[config.mk]
export PLATFORM = sky130hd
export DESIGN_NAME = updown_sync_counter
export DESIGN_NICKNAME = d
export VERILOG_FILES = /design/src/rtl/updown_sync_counter.sv
export SDC_FILE = /design/constraint.sdc
export NUM_CORES = 1
export LEC_CHECK = 0
export CAP_MARGIN = 15
export CORE_MARGIN = 2
export CORE_UTILIZATION = 52
export DETAILED_ROUTE_END_ITERATION = 10
export GPL_TIMING_DRIVEN = 0
export PLACE_DENSITY = 0.85
export SYNTH_ARGS = -nofsm -noshare
export SYNTH_HDL_FRONTEND = slang
export SYNTH_SLANG_ARGS = --single-unit
export TNS_END_PERCENT = 100
[constraint.sdc]
create_clock -name clock -period 4.3 [get_ports clock]
set_input_delay 0.86 -clock clock [delete_from_list [all_inputs] [get_ports clock]]
set_output_delay 0.86 -clock clock [all_outputs]
set_load 0.05 [all_outputs]
[src/rtl/updown_sync_counter.sv]
// Parametrised up/down binary counter with synchronous clear/load, wrap or
// saturate at the boundaries, terminal-count/carry for cascading and a sticky wrap flag.
module updown_sync_counter #(
   parameter int                WIDTH     = 8,
   parameter logic [WIDTH-1:0]  MAX_COUNT = {WIDTH{1'b1}},
   parameter int                SATURATE  = 0
) (
   input  logic             clock,
   input  logic             reset,
   input  logic             count_enable,
   input  logic             up_down,
   input  logic             clear,
   input  logic             load,
   input  logic [WIDTH-1:0] load_value,
   output logic [WIDTH-1:0] Q,
   output logic             terminal_count,
   output logic             carry_out,
   output logic             wrapped
);

   logic [WIDTH-1:0] q_d, q_q;
   logic             wrapped_d, wrapped_q;
   logic             at_max, at_zero;

   assign at_max  = (q_q == MAX_COUNT);
   assign at_zero = (q_q == '0);

   always_comb begin
      q_d       = q_q;
      wrapped_d = wrapped_q;
      if (clear) begin
         q_d       = '0;
         wrapped_d = 1'b0;
      end else if (load) begin
         q_d = (load_value > MAX_COUNT) ? MAX_COUNT : load_value;
      end else if (count_enable) begin
         if (up_down) begin
            if (at_max) begin
               wrapped_d = 1'b1;
               q_d       = (SATURATE != 0) ? q_q : '0;
            end else begin
               q_d = q_q + WIDTH'(1);
            end
         end else begin
            if (at_zero) begin
               wrapped_d = 1'b1;
               q_d       = (SATURATE != 0) ? q_q : MAX_COUNT;
            end else begin
               q_d = q_q - WIDTH'(1);
            end
         end
      end
   end

   always_ff @(posedge clock or posedge reset) begin
      if (reset) begin
         q_q       <= '0;
         wrapped_q <= 1'b0;
      end else begin
         q_q       <= q_d;
         wrapped_q <= wrapped_d;
      end
   end

   // Boundary depends on the live direction so a cascade reacts within the cycle.
   assign terminal_count = up_down ? at_max : at_zero;
   assign carry_out      = terminal_count & count_enable;
   assign Q              = q_q;
   assign wrapped        = wrapped_q;

endmodule
-- After elaboration in Yosys (flattened, before gate mapping)
Cells that the tools add are included.
- bits in registers: 9
- input bits: 14
- output and inout bits: 11
- bitwise operators: 1
- $add $sub $neg: 2
- equality and inequality tests: 3
- order comparisons: 1
- mux-type cells: 14
- reductions and logical operators: 5
- operator list (kind ; count):
    8-bit 2-to-1 mux ; 7
    8-bit by 1-bit adder with 8-bit output (second input constant) ; 1
    8-bit == test (second input constant) ; 1
    8-bit greater-than comparator (second input constant) ; 1
    8-bit zero test ; 1
    8-bit by 1-bit subtractor with 8-bit output (second input constant) ; 1
    1-bit 2-to-1 mux ; 7
    3-bit nonzero test ; 2
    4-bit AND reduction ; 1
    3-bit by 1-bit inequality test with 1-bit output (second input constant) ; 1
    2-bit inequality test (second input constant) ; 1
    2-bit nonzero test ; 1
    1-bit bitwise AND ; 1

-- Longest topological paths before layout
Gate-level depths: netlist of run 1.
- depth in word-level cells: 6
- mapped depth: 7

-- Worst setup path after synthesis of run 1
No wires, ideal clock.
- kind: reg-to-output
- start: register q_q[0], in the netlist Q[0]
- end: output carry_out
- cell stages (with the launch flop): 8
- setup slack: 821 ps
- required time: 3440 ps
- arrival: 2619 ps
- buffers on the path: 1
- path through: dfrtp_1 clkbuf_1 inv_1 ha_1 or3b_4 nor3_2 or2_1 and2_1
- word-level cells in the longest chain between the ends: 3
- elaborated cells on any way between the ends: 4
- RTL lines (what ; RTL line ; RTL):
    start, declared ; 21 ; logic [WIDTH-1:0] q_d, q_q;
    start signal, assigned ; 60 ; q_q <= q_d;
    8-bit == test / 8-bit zero test (equally long branches) ; 25, 26 ;
    1-bit 2-to-1 mux (*) ; 66 ; assign terminal_count = up_down ? at_max : at_zero;
    named net terminal_count ; 16 ; output logic terminal_count,
    1-bit bitwise AND (*) ; 67 ; assign carry_out = terminal_count & count_enable;
    end, declared ; 17 ; output logic carry_out,
The timed path passes the listed nets; every way through them passes the cells marked *.

-- Worst setup path after layout of run 1
- start: input up_down
- end: output carry_out
- word-level cells in the longest chain between the ends: 2
- RTL lines (what ; RTL line ; RTL):
    start, declared ; 11 ; input logic up_down,
    1-bit 2-to-1 mux ; 66 ;
    1-bit bitwise AND ; 67 ;
Every way passes these cells.

==> results.json, run 1 <==
{
  "synth.area.top_cells": "dfrtp_1, a21oi_1, inv_1, ha_1, nor3_1",
  "p_leak_nw": 0.5001,
  "max_stage_delay_ns": 0.69,
  "synth-main-ff-cell": "dfrtp_1",
  "hold_viol_final": 0,
  "finalClockSkew_ns": 0.0005809,
  "antenna_found_initial": 0,
  "insertion_delay_ns": 0.26,
  "seq_area_frac_synth_pct": 23.65,
  "grt-ovfl-total": 0,
  "first_global_vias": 919,
  "detail-route-antenna-nets": 0,
  "avgSynthCellArea_um2": 7.935,
  "grt.total_usage_pct": 27.27,
  "nFillCells": 158,
  "layoutNonFillerInstCount": 172,
  "pwr_density_cell_nw_per_um2": 276.9,
  "hp-class": "reg2reg",
  "cts.sinks": 9,
  "start_kind": "primary input",
  "synthDistinctLibCells": 46,
  "cpMaxStageDelayCell": "clkdlybuf4s50_1",
  "slew_viol_final": 0,
  "rsz0062_at_grt": "no",
  "crit_arrival_ns": 3.03,
  "cp_cell_sequence": "clkdlybuf4s50_1 -> clkbuf_1 -> nor3_2 -> or2_1 -> and2_1 -> clkdlybuf4s50_1",
  "io_pins": 25,
  "worst_pin_slew_ns": 0.5626,
  "synth_common_cells": "a21oi_1, inv_1, dfrtp_1, nand2_1, nor3_1",
  "routabilityCongestion": 0.9176,
  "ys_warn_count": 0,
  "clk_pin_slew_ns": 0.07,
  "grt_pass1_wl_mm": 4.195,
  "route.met2.wl_mm": 1.285,
  "cts_made_buffers": 3,
  "dp.cells": 168,
  "synth_cells": 120,
  "yosysMostFrequentCell": "a21oi_1",
  "path_class": "in2out",
  "die_w_um": 46.79,
  "core_area_um2": 1727,
  "syn-cell-area_um2": 952.2,
  "area_growth_pct": 30.22,
  "topRoutingLayerUsed": "met4",
  "max_freq_ghz": 0.2570,
  "start_util_pct": 55.14,
  "die_area_um2": 2189,
  "drt-vias-per-instance": 6.250,
  "routed_wl_mm": 2.670,
  "clock_path_buffers": 2,
  "cp-end-kind": "output port",
  "yosys.area.top_type": "dfrtp_1",
  "root_buffer": "clkbuf_4",
  "wl_per_cell_um": 15.52,
  "postCtsSetupRepairBufs": 0,
  "place_hpwl_mm": 1.992,
  "relSlewSlack_pct": 62.50,
  "synth_edf_count": 0,
  "setup_tns_ns": 0,
  "layout.nets": 165,
  "path_max_fanout": 10,
  "die_h_um": 46.79,
  "drv_cap": 0,
  "io_buffers": 23,
  "dr_wl_met3_um": 225,
  "synth_async_sr_flop_share_pct": 100.0,
  "cts_tree": "yes",
  "htreeDepth": 1,
  "setup_violations": 0,
  "status": "finished clean",
  "cp_data_required_time_ns": 3.44,
  "synth.ff_latch_count": 9,
  "dr.first_iter.drc_count": 58,
  "min_period_ns": 3.891,
  "met1_length_mm": 1.087,
  "drive_above_1_share_pct": 11.56,
  "firstDrtPassIters": 4,
  "via_count": 1075,
  "drc": 0,
  "critPathMostFrequentCell": "clkdlybuf4s50_1",
  "syn_nets": 137,
  "post-route-period-util_pct": 90.48,
  "antenna_cells": 0,
  "postCtsHoldBufs": 0,
  "post_cts_resized": 0,
  "grt_max_degree": 11,
  "yosysTopAreaCellShare_pct": 23.65,
  "peakVddDrop_v": 0.0001299,
  "row_count": 15
}
per-stage QoR:
step	hold slack, ns	power, mW	setup WS, ns	utilization [%]	instance area (um^2)
global route	0.5620	0.3594	0.2861	71.81	1240
CTS	0.5309	0.3414	0.4075	71.81	1240
detailed placement	0.5207	0.2724	0.4068	70.29	1214
floorplan	0.6879	0.2232	0.8215	-	952.2
finish	0.5271	0.3434	0.4093	71.81	1240
global placement	0.5035	0.2688	0.4545	70.29	1214
critical path: cells and delay by family:
kind	cells	cell delay, ns
buf+inv	3	1.63
simple gates	3	0.53
sequential cells by signal, summed over array words and instances (netlist names):
signal / flops
wrapped: 1
Q: 8
layer usage:
metal,vias up,global-route usage [%]
li1,497,-
met1,504,34.67
met2,64,45.21
met3,10,1.154
met4,0,17.22
met5,-,0
cell usage in the layout, fill, tap and decap left out, types with 4 or more instances in the layout:
cell type and n:
dfrtp_1 9, clkbuf_1 6, clkdlybuf4s50_1 23, inv_1 11
o21ai_0 5, a21oi_1 12, nand2_1 9, o21bai_1 4
nor3_1 7
path summary, 6_finish.rpt:
kind | cells after the start | to | slack, ns | start
setup / recovery | 6 | carry_out | 0.41 | up_down
hold / removal | 2 | wrapped$_DFFE_PP0P_ | 0.53 | wrapped$_DFFE_PP0P_
setup reg to reg | 7 | Q[5]$_DFFE_PP0P_ | 2.08 | Q[0]$_DFFE_PP0P_
hold reg to reg | 2 | wrapped$_DFFE_PP0P_ | 0.53 | wrapped$_DFFE_PP0P_
max in group asynchronous | 2 | Q[6]$_DFFE_PP0P_ | 3.16 | reset
min in group asynchronous | 2 | Q[4]$_DFFE_PP0P_ | 0.87 | reset
power breakdown:
group | internal [mW] | total (mW) | switching (mW)
clock | 0.0359 | 0.0704 | 0.0345
sequential | 0.0917 | 0.100 | 0.00825
combinational | 0.0720 | 0.173 | 0.101
total | 0.200 | 0.343 | 0.144
cell families after synthesis:
group | Yosys count | share of synthesized area, %
compound gates | 46 | 35.35
buf+inv | 21 | 10.25
fa+ha+maj | 3 | 3.943
xor+xnor | 2 | 1.840
simple gates | 38 | 23.92
flops | 9 | 23.65
mux | 1 | 1.051
cell type report:
cell class / instances / area [um^2] / area share [%]
tap: 25 / 31.28 / 2.523
sequential: 9 / 225.2 / 18.16
inverter: 11 / 41.29 / 3.330
multi-input combinational: 90 / 629.4 / 50.76
buffer: 10 / 56.30 / 4.541
clock buffer: 4 / 26.28 / 2.119
timing repair buffer: 23 / 230.2 / 18.57
(Power assumes the default switching activity.)
==> inputs of run 2 (changes only) <==
Settings changed: PLACE_DENSITY 0.85 to 0.95.
==> run 2 against run 1 <==
  * Utilization increased by 0.072 points
  * Sequential power about the same
  * Largest power group unchanged
  * Worst hold slack got worse by 0.0070 ns
  * Largest cell class unchanged
  * Clock skew increased by 0.011 ns
  * Critical endpoint unchanged
  * Via count decreased by 2.4%
  * Die area unchanged
  * Highest routed layer unchanged
  * Critical path type unchanged
  * Clock-buffer cell count decreased by 1
  * Total power increased by 0.25%
==> results.json, run 2 (synthesis results as in run 1) <==
{
  "cp-end-kind": "output port",
  "worst-path-buf-inv": 3,
  "post-route-period-util_pct": 90.96,
  "largest_reg_flops": 8,
  "nFillCells": 133,
  "path_class": "in2out",
  "regArea_um2": 225.2,
  "holdWs_ns": 0.5201,
  "grt_pass1_wl_mm": 4.229,
  "clock_path_buffers": 2,
  "worst_pin_slew_ns": 0.5742,
  "relSlewSlack_pct": 61.72,
  "area_growth_pct": 30.35,
  "routabilityCongestion": 0.9224,
  "worst-path-stages": 6,
  "first_global_vias": 942,
  "root_buffer": "clkbuf_4",
  "via_count": 1049,
  "start_util_pct": 55.14,
  "status": "finished clean",
  "antenna_cells": 0,
  "cp_cell_sequence": "clkdlybuf4s50_1 -> clkbuf_1 -> nor3_2 -> or2_1 -> and2_1 -> clkdlybuf4s50_1",
  "drt-vias-per-instance": 6.099,
  "drc": 0,
  "dr.first_iter.drc_count": 41,
  "core_area_um2": 1727,
  "setup_violations": 0,
  "critPathMostFrequentCell": "clkdlybuf4s50_1",
  "start_kind": "primary input",
  "wl_per_cell_um": 16.03,
  "detail-route-antenna-nets": 0,
  "io_pins": 25,
  "slew_viol_final": 0,
  "routed_wl_mm": 2.757,
  "reg2reg_depth": 7,
  "hp-class": "reg2reg",
  "path_delay_family": "buffers and inverters",
  "min_period_ns": 3.911,
  "grt.total_usage_pct": 27.44,
  "crit_arrival_ns": 3.05,
  "multiInputGateArea_um2": 629.4,
  "io_buffers": 23,
  "peakVddDrop_v": 0.0001892,
  "place_hpwl_mm": 2.088,
  "postCtsHoldBufs": 0,
  "layout_common_cells": "clkdlybuf4s50_1, a21oi_1, inv_1",
  "finalClockSkew_ns": 0.01119,
  "die_area_um2": 2189,
  "rsz0062_at_grt": "no",
  "hold_viol_final": 0,
  "cpMaxStageDelayCell": "clkdlybuf4s50_1",
  "layout.nets": 165,
  "die_w_um": 46.79,
  "firstDrtPassIters": 5,
  "path_max_fanout": 10,
  "htreeDepth": 1,
  "total_power_mw": 0.3443,
  "clk_pin_slew_ns": 0.06,
  "post_cts_resized": 0,
  "fin_util_pct": 71.88,
  "drive_above_1_share_pct": 12.24,
  "p_leak_nw": 0.5028,
  "antenna_found_initial": 0,
  "cts_made_buffers": 3,
  "max_stage_delay_ns": 0.69,
  "holdPathStages": 2,
  "die_h_um": 46.79,
  "cts_tree": "yes",
  "cp_data_required_time_ns": 3.44,
  "max_freq_ghz": 0.2557,
  "grt_max_degree": 11,
  "setup_tns_ns": 0,
  "cts.sinks": 9,
  "row_count": 15,
  "postCtsSetupRepairBufs": 0,
  "drv_cap": 0,
  "rrSetupSlack_ns": 2.11,
  "mostFrequentLayoutCell": "clkdlybuf4s50_1",
  "layoutNonFillerInstCount": 172,
  "pwr_density_cell_nw_per_um2": 277.4,
  "insertion_delay_ns": 0.28,
  "dp.cells": 168,
  "grt-ovfl-total": 0
}
## run 2: cell types whose count changed in the layout (fill, tap and decap cells not counted), sizes merged
cell,delta
clkinv,+1
clkbuf,-1
## run 2: through the flow
| stage | setup WS (ns) | area [um^2] |
|---|---|---|
| detailed placement | 0.4006 | 1214 |
| global route | 0.3101 | 1241 |
| CTS | 0.4003 | 1241 |
| global placement | 0.4593 | 1214 |
| floorplan | 0.8215 | 952.2 |
| finish | 0.3888 | 1241 |
## run 2: final cells by class
class,instances,share of cell area (%)
clock inverter,1,0.4032
timing repair buffer,23,18.55
multi-input combinational,90,50.71
tap,25,2.520
inverter,11,3.327
clock buffer,3,1.815
sequential,9,18.15
buffer,10,4.536
## run 2: routing by layer
metal	GRT usage [%]	up-vias	part of all wire [%]
met5	0	-	0
li1	-	496	-
met3	3.077	10	8.7
met1	33.26	474	37
met4	15.00	0	2.7
met2	47.12	69	51
## run 2: report_power, final
| group | switching [mW] | internal [mW] | leakage, nW |
|---|---|---|---|
| Combinational | 0.102 | 0.0721 | 0.366 |
| Clock | 0.0354 | 0.0345 | 0.0177 |
| Sequential | 0.00882 | 0.0917 | 0.119 |
| Total | 0.146 | 0.198 | 0.503 |
## run 2: worst paths after layout
check / startpoint / to
setup / recovery: up_down / carry_out
max in group asynchronous: reset / Q[7]$_DFFE_PP0P_
hold / removal: wrapped$_DFFE_PP0P_ / wrapped$_DFFE_PP0P_
setup reg to reg: Q[0]$_DFFE_PP0P_ / Q[5]$_DFFE_PP0P_
hold reg to reg: wrapped$_DFFE_PP0P_ / wrapped$_DFFE_PP0P_
min in group asynchronous: reset / Q[3]$_DFFE_PP0P_
## run 2: worst register-to-register path: stages, from the launching register on
cell and delay [ns]:
dfrtp_1 0.40, clkbuf_1 0.23, inv_1 0.16, ha_1 0.21, or3b_4 0.45, a22o_1 0.22, o21a_1 0.18, a221oi_1 0.24
==> inputs of run 3 (changes only) <==
Settings changed: SLEW_MARGIN set to 5.
==> results of run 3 <==
Same layout as run 2: the final DEF is identical, and so are final timing and power.
